**config.mk**
```make
export PLATFORM = sky130hd
export DESIGN_NAME = btn_pulse_bank
export DESIGN_NICKNAME = d
export VERILOG_FILES = /design/src/rtl/btn_pkg.sv /design/src/rtl/btn_chan.sv /design/src/rtl/btn_pulse_bank.sv
export SDC_FILE = /design/constraint.sdc
export NUM_CORES = 1
export LEC_CHECK = 0
export ABC_CLOCK_PERIOD_IN_PS = 2100
export CAP_MARGIN = 5
export CELL_PAD_IN_SITES_DETAIL_PLACEMENT = 1
export CELL_PAD_IN_SITES_GLOBAL_PLACEMENT = 1
export CORE_MARGIN = 4
export CORE_UTILIZATION = 43
export DETAILED_ROUTE_END_ITERATION = 7
export PLACE_DENSITY_LB_ADDON = 0.2
export SLEW_MARGIN = 20
export SYNTH_ARGS = -nofsm -noshare
export SYNTH_HDL_FRONTEND = slang
export SYNTH_SLANG_ARGS = --single-unit
```
**constraint.sdc**
```tcl
create_clock -name clk -period 2.1 [get_ports clk]
set_clock_uncertainty 0.2 [all_clocks]
set_input_delay 0.21 -clock clk [delete_from_list [all_inputs] [get_ports clk]]
set_output_delay 0.21 -clock clk [all_outputs]
set_load 0.01 [all_outputs]
```
**src/rtl/btn_pkg.sv**
```systemverilog
// Shared types and defaults for the push-button pulse bank.
package btn_pkg;

  typedef enum logic [2:0] {
    IDLE      = 3'd0,
    PRESS_CHK = 3'd1,
    PULSE     = 3'd2,
    HELD      = 3'd3,
    REL_CHK   = 3'd4
  } btn_state_t;

  localparam int BTN_N_CH_DEF          = 4;
  localparam int BTN_SYNC_STAGES_DEF   = 2;
  localparam int BTN_DEBOUNCE_CYC_DEF  = 16;
  localparam int BTN_REPEAT_DELAY_DEF  = 500;
  localparam int BTN_REPEAT_PERIOD_DEF = 100;

  // Counter must hold the largest of the three window lengths.
  function automatic int cnt_width(input int a, input int b, input int c);
    int m;
    m = a;
    if (b > m) m = b;
    if (c > m) m = c;
    return $clog2(m + 1);
  endfunction

endpackage

```
**src/rtl/btn_chan.sv**
```systemverilog
// One key channel: synchroniser chain, debounce FSM and window counter.
// Auto-repeat while held is enabled by defining BTN_REPEAT_EN.
module btn_chan
  import btn_pkg::*;
#(
  parameter int SYNC_STAGES   = BTN_SYNC_STAGES_DEF,
  parameter int DEBOUNCE_CYC  = BTN_DEBOUNCE_CYC_DEF,
  parameter int REPEAT_DELAY  = BTN_REPEAT_DELAY_DEF,
  parameter int REPEAT_PERIOD = BTN_REPEAT_PERIOD_DEF
) (
  input  logic clk,
  input  logic rst,
  input  logic key,
  output logic btn,
  output logic held
);

  localparam int CW = cnt_width(DEBOUNCE_CYC, REPEAT_DELAY, REPEAT_PERIOD);
  localparam logic [CW-1:0] DB_LAST = CW'(DEBOUNCE_CYC - 1);

  logic [SYNC_STAGES-1:0] sync;
  logic                   ks;
  btn_state_t             state;
  logic [CW-1:0]          cnt;
  logic [CW-1:0]          cnt_inc;

  assign ks      = sync[SYNC_STAGES-1];
  // Saturating increment: the counter parks at all-ones rather than wrapping.
  assign cnt_inc = (cnt == {CW{1'b1}}) ? cnt : cnt + CW'(1);

`ifdef BTN_REPEAT_EN
  localparam logic [CW-1:0] RD_LAST = CW'(REPEAT_DELAY - 1);
  localparam logic [CW-1:0] RP_LAST = CW'(REPEAT_PERIOD - 1);
  logic rep_run;  // 0: waiting out the initial delay, 1: periodic repeats
`endif

  // Synchroniser chain; resets to released (high).
  always_ff @(posedge clk or posedge rst) begin
    if (rst) sync <= '1;
    else     sync <= {sync[SYNC_STAGES-2:0], key};
  end

  // Debounce FSM with registered pulse/level outputs.
  always_ff @(posedge clk or posedge rst) begin
    if (rst) begin
      state <= IDLE;
      cnt   <= '0;
      btn   <= 1'b0;
      held  <= 1'b0;
`ifdef BTN_REPEAT_EN
      rep_run <= 1'b0;
`endif
    end else begin
      btn <= 1'b0;
      case (state)
        IDLE: begin
          cnt <= '0;
          if (!ks) state <= PRESS_CHK;
        end
        PRESS_CHK: begin
          if (ks) begin
            state <= IDLE;
            cnt   <= '0;
          end else if (cnt == DB_LAST) begin
            state <= PULSE;
            cnt   <= '0;
            btn   <= 1'b1;
            held  <= 1'b1;
          end else begin
            cnt <= cnt_inc;
          end
        end
        PULSE: begin
          state <= HELD;
          cnt   <= '0;
`ifdef BTN_REPEAT_EN
          rep_run <= 1'b0;
`endif
        end
        HELD: begin
          // Release check takes priority over any repeat due this cycle.
          if (ks) begin
            state <= REL_CHK;
            cnt   <= '0;
          end
`ifdef BTN_REPEAT_EN
          else if (cnt == (rep_run ? RP_LAST : RD_LAST)) begin
            btn     <= 1'b1;
            cnt     <= '0;
            rep_run <= 1'b1;
          end else begin
            cnt <= cnt_inc;
          end
`endif
        end
        REL_CHK: begin
          if (!ks) begin
            state <= HELD;
            cnt   <= '0;
`ifdef BTN_REPEAT_EN
            rep_run <= 1'b0;
`endif
          end else if (cnt == DB_LAST) begin
            state <= IDLE;
            cnt   <= '0;
            held  <= 1'b0;
          end else begin
            cnt <= cnt_inc;
          end
        end
        default: begin
          state <= IDLE;
          cnt   <= '0;
          held  <= 1'b0;
        end
      endcase
    end
  end

endmodule

```
**src/rtl/btn_pulse_bank.sv**
```systemverilog
// N-channel push-button front end: sync + debounce + press pulse per key.
// Optional auto-repeat while held: define BTN_REPEAT_EN.
module btn_pulse_bank
  import btn_pkg::*;
#(
  parameter int N_CH          = BTN_N_CH_DEF,
  parameter int SYNC_STAGES   = BTN_SYNC_STAGES_DEF,
  parameter int DEBOUNCE_CYC  = BTN_DEBOUNCE_CYC_DEF,
  parameter int REPEAT_DELAY  = BTN_REPEAT_DELAY_DEF,
  parameter int REPEAT_PERIOD = BTN_REPEAT_PERIOD_DEF
) (
  input  logic            clk,
  input  logic            rst,
  input  logic [N_CH-1:0] key,
  output logic [N_CH-1:0] btn,
  output logic [N_CH-1:0] held
);

  // Independent channels; no arbitration between keys.
  for (genvar i = 0; i < N_CH; i++) begin : g_ch
    btn_chan #(
      .SYNC_STAGES  (SYNC_STAGES),
      .DEBOUNCE_CYC (DEBOUNCE_CYC),
      .REPEAT_DELAY (REPEAT_DELAY),
      .REPEAT_PERIOD(REPEAT_PERIOD)
    ) u_chan (
      .clk (clk),
      .rst (rst),
      .key (key[i]),
      .btn (btn[i]),
      .held(held[i])
    );
  end

endmodule

```
* Word-level counts from Yosys, hierarchy flattened *
Index checks and enable logic that the tools add are counted.

word-level totals
  word-level logic and storage cells = 184
  output and inout bits = 8
  bits in registers = 64
  input port bits = 6

operators by class
  add/sub/neg operators = 4
  bitwise operators = 4
  equality and inequality tests = 56
  muxes and demuxes = 84
  reductions and logical operators = 16

operators by type and width
  kind                                                                     number
  9-bit 2-to-1 mux                                                         20
  9-bit case mux with 3 select lines                                       4
  3-bit 2-to-1 mux                                                         24
  3-bit case mux with 5 select lines                                       4
  9-bit by 1-bit adder with 9-bit output, second input constant            4
  9-bit by 4-bit == test with 1-bit output, second input constant          4
  9-bit == test, second input constant                                     4
  2-bit by 1-bit inequality test with 1-bit output, second input constant  16
  1-bit 2-to-1 mux                                                         28
  3-bit by 2-bit == test with 1-bit output, second input constant          8
  5-bit AND reduction                                                      4
  2-bit inequality test, second input constant                             8
  4-bit AND reduction                                                      4
  3-bit by 1-bit == test with 1-bit output, second input constant          4
  3-bit == test, second input constant                                     4
  3-bit logical NOT                                                        4
  3-bit by 1-bit inequality test with 1-bit output, second input constant  4
  3-bit inequality test, second input constant                             4
  1-bit case mux with 3 select lines                                       4
  3-bit OR reduction                                                       4
  1-bit inverter                                                           4

* Logic depth before layout (Yosys ltp) *
Gate-level depths: netlist (run 1).

  depth in word-level cells = 5
  depth in mapped cells = 6
  gate-level depth less buffers = 5

* Modules after synthesis *
Synthesis (run 1) repeated with hierarchy kept, for this count alone.

unflattened totals
  cell total of the unflattened synthesis = 366
  area total of the unflattened synthesis = 3,582.2 um2

modules (own cells, without submodules)
  module                          area an instance (um2)  cells an instance  instances  seq. area each (um2)
  btn_chan at g_ch[0].u_chan ...  893.4                   91                 3          402.9
  btn_chan at g_ch[3].u_chan      902.1                   93                 1          402.9

* Worst setup path after synthesis (run 1) *
No wires, ideal clock.

  path kind = reg-to-reg
  start = reg g_ch[1].u_chan.cnt[8]
  end = reg g_ch[1].u_chan.cnt[8]
  library setup time = 119 ps
  path buffers = 1
  data arrival time = 1,714 ps
  clock period less this slack = 2,033 ps
  stages on the path, launching flop included = 6
  slack = 67 ps
  data required time = 1,781 ps
  cell sequence = dfrtp_1 or4_1 or3_1 buf_6 o21ai_4 o21ba_1

between the ends
  cells in the longest elaborated chain, start to end = 5
  elaborated cells on any way between the ends = 8
  classes of those cells = 1 x add/sub; 2 x eq/ne; 5 x mux

RTL lines
  what                                                                            RTL line                         text
  from (decl)                                                                     btn_chan.sv:24                   logic [CW-1:0] cnt;
  from (signal assigned)                                                          btn_chan.sv:70                   cnt <= cnt_inc;
  from (signal assigned)                                                          btn_chan.sv:108                  cnt <= cnt_inc;
  9-bit by 1-bit adder with 9-bit output / 9-bit == test (equally long branches)  btn_chan.sv:29                   assign cnt_inc = (cnt == {CW{1'b1}}) ? cnt : cnt + CW'(1);
  9-bit 2-to-1 mux                                                                btn_chan.sv:29
  9-bit 2-to-1 mux *                                                              btn_chan.sv:64, btn_chan.sv:103
  9-bit 2-to-1 mux (on tied branches)                                             btn_chan.sv:97, btn_chan.sv:61
  9-bit case mux with 3 select lines *                                            btn_chan.sv:55                   case (state)

Every way passes the cells marked *; elsewhere a longest branch is shown, timed or not.
A chain may end at the register's enable or synchronous reset.

* Worst setup path in the final report (run 1) *
  start = reg g_ch[1].u_chan.cnt[4]
  end = reg g_ch[1].u_chan.cnt[6]

Same word-level chain as after synthesis.

==> flow_summary_export.csv, run 1 <==
group,metric,value,unit
timing,max_slew_margin,0.754,
drt,drt_wl_total,8.09,mm
drt,via_per_inst,5.74,
placed_design,dpl.hpwl,5.61,mm
setup_path,r2r_end,"g_ch[1].u_chan.cnt[6]$_DFFE_PP0N_",
clocking,clockBufferDepth,2,
floorplanning,start_util,0.445,
placed_design,routabilityCongestion,0.818,
clocking,cts-root-buf,"clkbuf_8",
yosys,yosysSeqAreaShare,0.466,
power,p_per_area,599,nW/um2
power,p_leak,0.00172,uW
yosys,synthCells,361,
hold_path,holdCritStartpoint,"key[1]",
setup_path,rr_worst_depth,5,
timing,period_share,0.987,
setup_path,cp-start-kind,"flip-flop",
final_layout,area_growth,17.4,%
timing,tightest_slew,0.366,ns
yosys,yosysTopAreaCellShare,0.406,
drt,dr_total_vias,2882,
clocking,cts_tree,"done",
clocking,cts_sinks,64,
grt,grt_start_max_net_pins,56,
yosys,async_flop_share,1.00,
power,irDropWorstVdd,0.301,mV
timing,hold_viol_final,0,
yosys,synthFlopType,"dfrtp_1",
setup_path,endpoint_kind,"flip-flop",
floorplanning,io_pins,14,
timing,finalMaxSlewViolations,0,
grt,antenna_found_initial,0,
setup_path,reg2reg_slack,0.03,ns
timing,fmax,482,MHz
floorplanning,die_h,97.7,um
yosys,synth_area_leaders,"dfrtp_1 (41%), dfstp_2 (6.1%), nor2_1 (4.1%), a21oi_1 (4.1%), and3_1 (2.5%)",
clocking,cts_buffers,9,
placed_design,port_buffers,13,
outcome,status,"finished clean",
clocking,htreeDepth,3,
setup_path,arrival,2.11,ns
timing,min_period,2.07,ns
setup_path,crit_type,"flip-flop to flip-flop",
final_layout,num-nets-final,406,
yosys,syn_nets,371,
floorplanning,dieArea,9540,um2
drt,wl_per_cell,16.1,um
yosys,synth.avg_cell_area,9.57,um2
hold_path,min_path_cells,1,
floorplanning,core-area,7770,um2
floorplanning,num_rows,32,
clocking,insertion_delay,0.35,ns
yosys,syn_area,3460,um2
yosys,synth.distinct_cells,63,
setup_path,crit_start,"g_ch[1].u_chan.cnt[4]$_DFFE_PP0N_",
grt,grt_pass1_vias,2961,
drt,ant_nets,0,
grt,grt.total_usage,0.178,
setup_path,cp_max_fo,5,
drt,post-route-drc-count,0,
hold_path,worstHoldPathType,"input port to flip-flop",
timing,setup_viol,0,
timing,rsz0062_at_grt,"yes",
grt,grt_pass1_wl,14.0,mm
hold_path,hold_path_end,"g_ch[1].u_chan.sync[0]$_DFF_PP1_",
final_layout,stdcell_count,502,
final_layout,finish.utilization,0.522,
yosys,synth_edf_count,0,
setup_path,required,2.14,ns
final_layout,antennaDiodeCount,0,
placed_design,dp.cells,484,
floorplanning,die_x,97.7,um
yosys,yosysTopAreaCell,"dfrtp_1",
drt,drt_first_pass_iters,6,
setup_path,reg2reg_from,"g_ch[1].u_chan.cnt[4]$_DFFE_PP0N_",
timing,post-route-worst-setup-slack,0.0271,ns
clocking,clk_pin_slew,0.07,ns
drt,dr.first_iter.drc_count,79,
yosys,ys_warn_count,0,
yosys,synth-seq-cells,64,
final_layout,drive_above_1_share,0.183,
grt,grt-ovfl-total,0,
run,drv_cap,0,
placed_design,dpl_worst_slack,-0.0150,ns
timing,final.setup.tns,0,ns
timing,whs,0.0628,ns
-- cell type report --
type | instances | area (um2)
clock buffers | 12 | 155
fillers | 898 | 3710
repair buffers | 48 | 412
well taps | 102 | 128
flip-flops and latches | 64 | 1610
multi-input cells | 266 | 1710
clock inverters | 3 | 17.5
inverters | 7 | 26.3
-- worst max path at each step --
stage	cells past startpoint	slack, ns	endpoint
6_report	5	0.03	g_ch[1].u_chan.cnt[6]$_DFFE_PP0N_
5_1_grt	6	-0.02	g_ch[3].u_chan.state[1]$_DFFE_PP0P_
4_1_cts	4	0.04	g_ch[3].u_chan.cnt[8]$_DFFE_PP0N_
3_5_place_dp	5	-0.02	g_ch[1].u_chan.cnt[5]$_DFFE_PP0N_
3_3_place_gp	5	0.06	g_ch[1].u_chan.cnt[4]$_DFFE_PP0N_
2_1_floorplan	5	0.07	g_ch[1].u_chan.cnt[8]$_DFFE_PP0N_
-- layer usage --
metal,track usage,share of wire
met5,0,0
met4,0.0447,0.012
met3,0.0481,0.031
met2,0.290,0.48
met1,0.236,0.48
-- per-stage QoR --
step,total power [uW],cell area (um2)
after floorplan,1420,3460
after global placement,1470,3830
after detailed placement,1480,3830
after CTS,2450,4020
after global routing,2560,4060
final,2430,4060
-- worst max-delay path: stages, from the launching register on --
cell and delay, ns:
dfrtp_1 0.38, or4_4 0.54, or3_4 0.43, o21ai_4 0.21, buf_4 0.15, o21ai_1 0.06
-- sequential cells by signal, indices dropped and copies added, names as in the netlist --
register and flops:
g_ch.u_chan.btn 4, g_ch.u_chan.state 12, g_ch.u_chan.held 4, g_ch.u_chan.sync 8
g_ch.u_chan.cnt 36
-- report_power, final --
part | leakage (uW) | internal, uW | switching (uW)
combinational | 0.000780 | 74.7 | 84.8
clock | 0.0000882 | 483 | 487
sequential | 0.000850 | 1270 | 34.3
-- cells by family after synthesis --
group / count (synthesis) / synth area share
and+or+nand+nor: 161 / 0.266
muxes: 4 / 0.0116
xor gates and xnor gates: 9 / 0.0228
buffers and inverters: 31 / 0.0456
AOI/OAI and AO/OA: 88 / 0.173
adders and majority gates: 4 / 0.0145
DFF: 64 / 0.466
-- cells in the mapped netlist, types with 2 or more instances --
| cell type | instances |
|---|---|
| nand4bb_1 | 4 |
| nor3_2 | 5 |
| dfstp_2 | 8 |
| ha_1 | 4 |
| nor2b_1 | 10 |
| nand3_1 | 16 |
| o211ai_1 | 4 |
| and2_1 | 4 |
| nor2_1 | 38 |
| a21oi_1 | 28 |
| mux2i_1 | 4 |
| o21ai_0 | 12 |
| nand2b_1 | 5 |
| buf_2 | 3 |
| nand2_1 | 18 |
| buf_4 | 8 |
| o21ai_1 | 4 |
| a311o_1 | 2 |
| a21boi_0 | 2 |
| and3b_1 | 2 |
| clkbuf_1 | 12 |
| nand4_1 | 12 |
| or4_1 | 4 |
| a211o_1 | 2 |
| o32ai_1 | 8 |
| o31ai_1 | 3 |
| a31oi_1 | 4 |
| xor2_1 | 8 |
| and3_1 | 14 |
| nand3b_1 | 2 |
| or3_1 | 12 |
| dfrtp_1 | 56 |
| inv_1 | 7 |
| nor3_1 | 5 |
| a211oi_1 | 2 |
| o31a_1 | 2 |
-- cells in the final DEF (no fill, tap or decap), types with 3 or more instances in the layout --
cell type,n
dfrtp_1,56
nor2_1,38
buf_4,32
a21oi_1,28
nand2_1,18
nand3_1,16
and3_1,14
clkdlybuf4s50_1,13
nand4_1,12
o21ai_0,12
or3_1,11
clkbuf_8,11
nor2b_1,10
o32ai_1,8
xor2_1,8
dfstp_2,8
inv_1,6
nor3_1,5
nand2b_1,5
and2_1,4
nor3_2,4
nand4bb_1,4
o21ai_1,4
a31oi_1,4
mux2i_1,4
o211ai_1,4
ha_1,4
or4_4,3
o31ai_1,3
-- what timing repair did --
| item | in CTS | in global routing |
|---|---|---|
| buffers inserted | 0 | 2 |
| gates resized for setup | 1 | 5 |
| hold buffers | 1 | 0 |
| pin swaps | 0 | 3 |
| hold endpoints to repair | 7 | 0 |
| setup endpoints to repair | 6 | 20 |
(Power assumes the default switching activity.)
==> inputs of run 2 (changes only) <==
- CORE_ASPECT_RATIO: default -> 0.9
- CORE_UTILIZATION: 43 -> 45
- CTS_BUF_LIST: default -> sky130_fd_sc_hd__clkbuf_4
- TNS_END_PERCENT: default -> 10
==> flow_summary_export.csv, run 2 (synthesized netlist as in run 1, its figures left out) <==
group,metric,value,unit
setup_path,required,2.18,ns
final_layout,mostFrequentLayoutCells,"dfrtp_1 (55), nor2_1 (38), a21oi_1 (28), buf_4 (27), nand2_1 (18)",
floorplanning,num_rows,30,
final_layout,area_growth,15.0,%
power,p_per_area,579,nW/um2
grt,antenna_found_initial,0,
drt,drt_wl_total,8.21,mm
final_layout,num-nets-final,402,
floorplanning,io_pins,14,
hold_path,worstHoldPathType,"input port to flip-flop",
timing,fmax,489,MHz
setup_path,cp_max_fo,5,
drt,wl_per_cell,16.6,um
clocking,insertion_delay,0.40,ns
clocking,clk_pin_slew,0.10,ns
grt,grt_pass1_vias,2920,
power,design_power_total,2300,uW
final_layout,final_common_cell,"dfrtp_1",
timing,finalMaxSlewViolations,0,
grt,grt_pass1_wl,14.0,mm
setup_path,arrival,2.13,ns
placed_design,dpl.hpwl,5.65,mm
clocking,cts_sinks,64,
timing,rsz0062_at_grt,"yes",
grt,grt.total_usage,0.189,
final_layout,antennaDiodeCount,0,
setup_path,cp-start-kind,"flip-flop",
power,irDropWorstVdd,0.347,mV
timing,max_slew_margin,0.634,
final_layout,drive_above_1_share,0.174,
setup_path,endpoint_kind,"flip-flop",
final_layout,top_register,"g_ch.u_chan.cnt",
timing,post-route-worst-setup-slack,0.0545,ns
timing,hold_viol_final,0,
timing,setup_viol,0,
setup_path,crit_type,"flip-flop to flip-flop",
floorplanning,die_h,91.1,um
final_layout,largest_reg_flops,36,
drt,dr_total_vias,2861,
drt,dr.first_iter.drc_count,67,
setup_path,rr_worst_depth,5,
floorplanning,die_x,100,um
clocking,clockBufferDepth,2,
run,drv_cap,0,
drt,post-route-drc-count,0,
grt,grt-ovfl-total,0,
drt,ant_nets,0,
clocking,cts_tree,"done",
floorplanning,core-area,7510,um2
floorplanning,dieArea,9150,um2
floorplanning,start_util,0.460,
clocking,cts-root-buf,"clkbuf_4",
timing,tightest_slew,0.549,ns
drt,drt_first_pass_iters,5,
final_layout,reg_top3,"g_ch.u_chan.cnt x36, g_ch.u_chan.state x12, g_ch.u_chan.sync x8",
timing,min_period,2.05,ns
drt,via_per_inst,5.80,
clocking,htreeDepth,3,
power,p_leak,0.00168,uW
placed_design,dpl_worst_slack,0.0353,ns
timing,period_share,0.974,
placed_design,routabilityCongestion,0.785,
outcome,status,"finished clean",
placed_design,port_buffers,13,
grt,grt_start_max_net_pins,43,
clocking,cts_buffers,9,
hold_path,min_path_cells,1,
[run 2: changes by cell type in the layout (fill, tap and decap cells not counted), sizes merged]
cell / previous run / this run
dlygate4sd3: 1 / 4
bufinv: 0 / 1
buf: 34 / 27
[run 2: worst max-delay path, stage by stage, from the launching register on]
cell and delay [ns]:
dfrtp_1 0.41, or4_1 0.59, nor3_2 0.20, buf_4 0.18, nand2_1 0.06, a311o_1 0.31
[run 2: report_power, final]
group | leakage [uW] | switching [uW] | internal (uW) | total (uW)
combinational | 0.000756 | 84.0 | 74.1 | 158
clock | 0.0000750 | 442 | 399 | 840
sequential | 0.000849 | 35.1 | 1270 | 1300
total | 0.00168 | 561 | 1740 | 2300
[run 2: per-layer routing]
| metal | wire, um | share of wire | GRT usage | vias up |
|---|---|---|---|---|
| met1 | 3900 | 0.47 | 0.252 | 1422 |
| met2 | 4020 | 0.49 | 0.308 | 35 |
| met3 | 188 | 0.023 | 0.0430 | 10 |
| li1 | - | - | - | 1394 |
| met5 | 0 | 0 | 0 | - |
| met4 | 100 | 0.012 | 0.0494 | 0 |
[run 2: final timing paths]
kind                                                         from                                   to  slack (ns)
worst max-delay path            g_ch[0].u_chan.cnt[5]$_DFFE_PP0N_      g_ch[0].u_chan.held$_DFFE_PP0P_        0.05
worst min-delay path                                       key[3]     g_ch[3].u_chan.sync[0]$_DFF_PP1_        0.06
worst max register to register  g_ch[0].u_chan.cnt[5]$_DFFE_PP0N_      g_ch[0].u_chan.held$_DFFE_PP0P_        0.05
worst min register to register   g_ch[0].u_chan.sync[0]$_DFF_PP1_     g_ch[0].u_chan.sync[1]$_DFF_PP1_        0.15
max in group asynchronous                                     rst     g_ch[0].u_chan.sync[0]$_DFF_PP1_        0.68
min in group asynchronous                                     rst  g_ch[3].u_chan.state[2]$_DFFE_PP0P_        0.51
[run 2: layout make-up]
class                           instances  area, um2
Fill cell                             885       3530
Multi-Input combinational cell        266       1710
Sequential cell                        64       1610
Timing Repair Buffer                   44        373
Tap cell                               96        120
Clock buffer                           12       90.1
Clock inverter                          4       46.3
Inverter                                7       26.3
[run 2: repair_timing]
item / CTS / global route
resized for setup: 0 / 6
setup buffers: 0 / 1
setup endpoints to repair: 0 / 26
hold buffers: 2 / 2
endpoints found under the hold margin: 21 / 2
[run 2: per-stage QoR]
stage          TNS (ns)  hold WS, ns  cells  cell area (um2)   util
3_5_place_dp          0        0.149    472             3770  0.502
3_3_place_gp          0        0.146    472             3770  0.502
6_report              0       0.0593    493             3970  0.529
2_1_floorplan         0       0.0145    361             3460      -
4_1_cts               0      0.00411    490             3930  0.523
5_1_grt         -0.0870       0.0338    493             3970  0.529
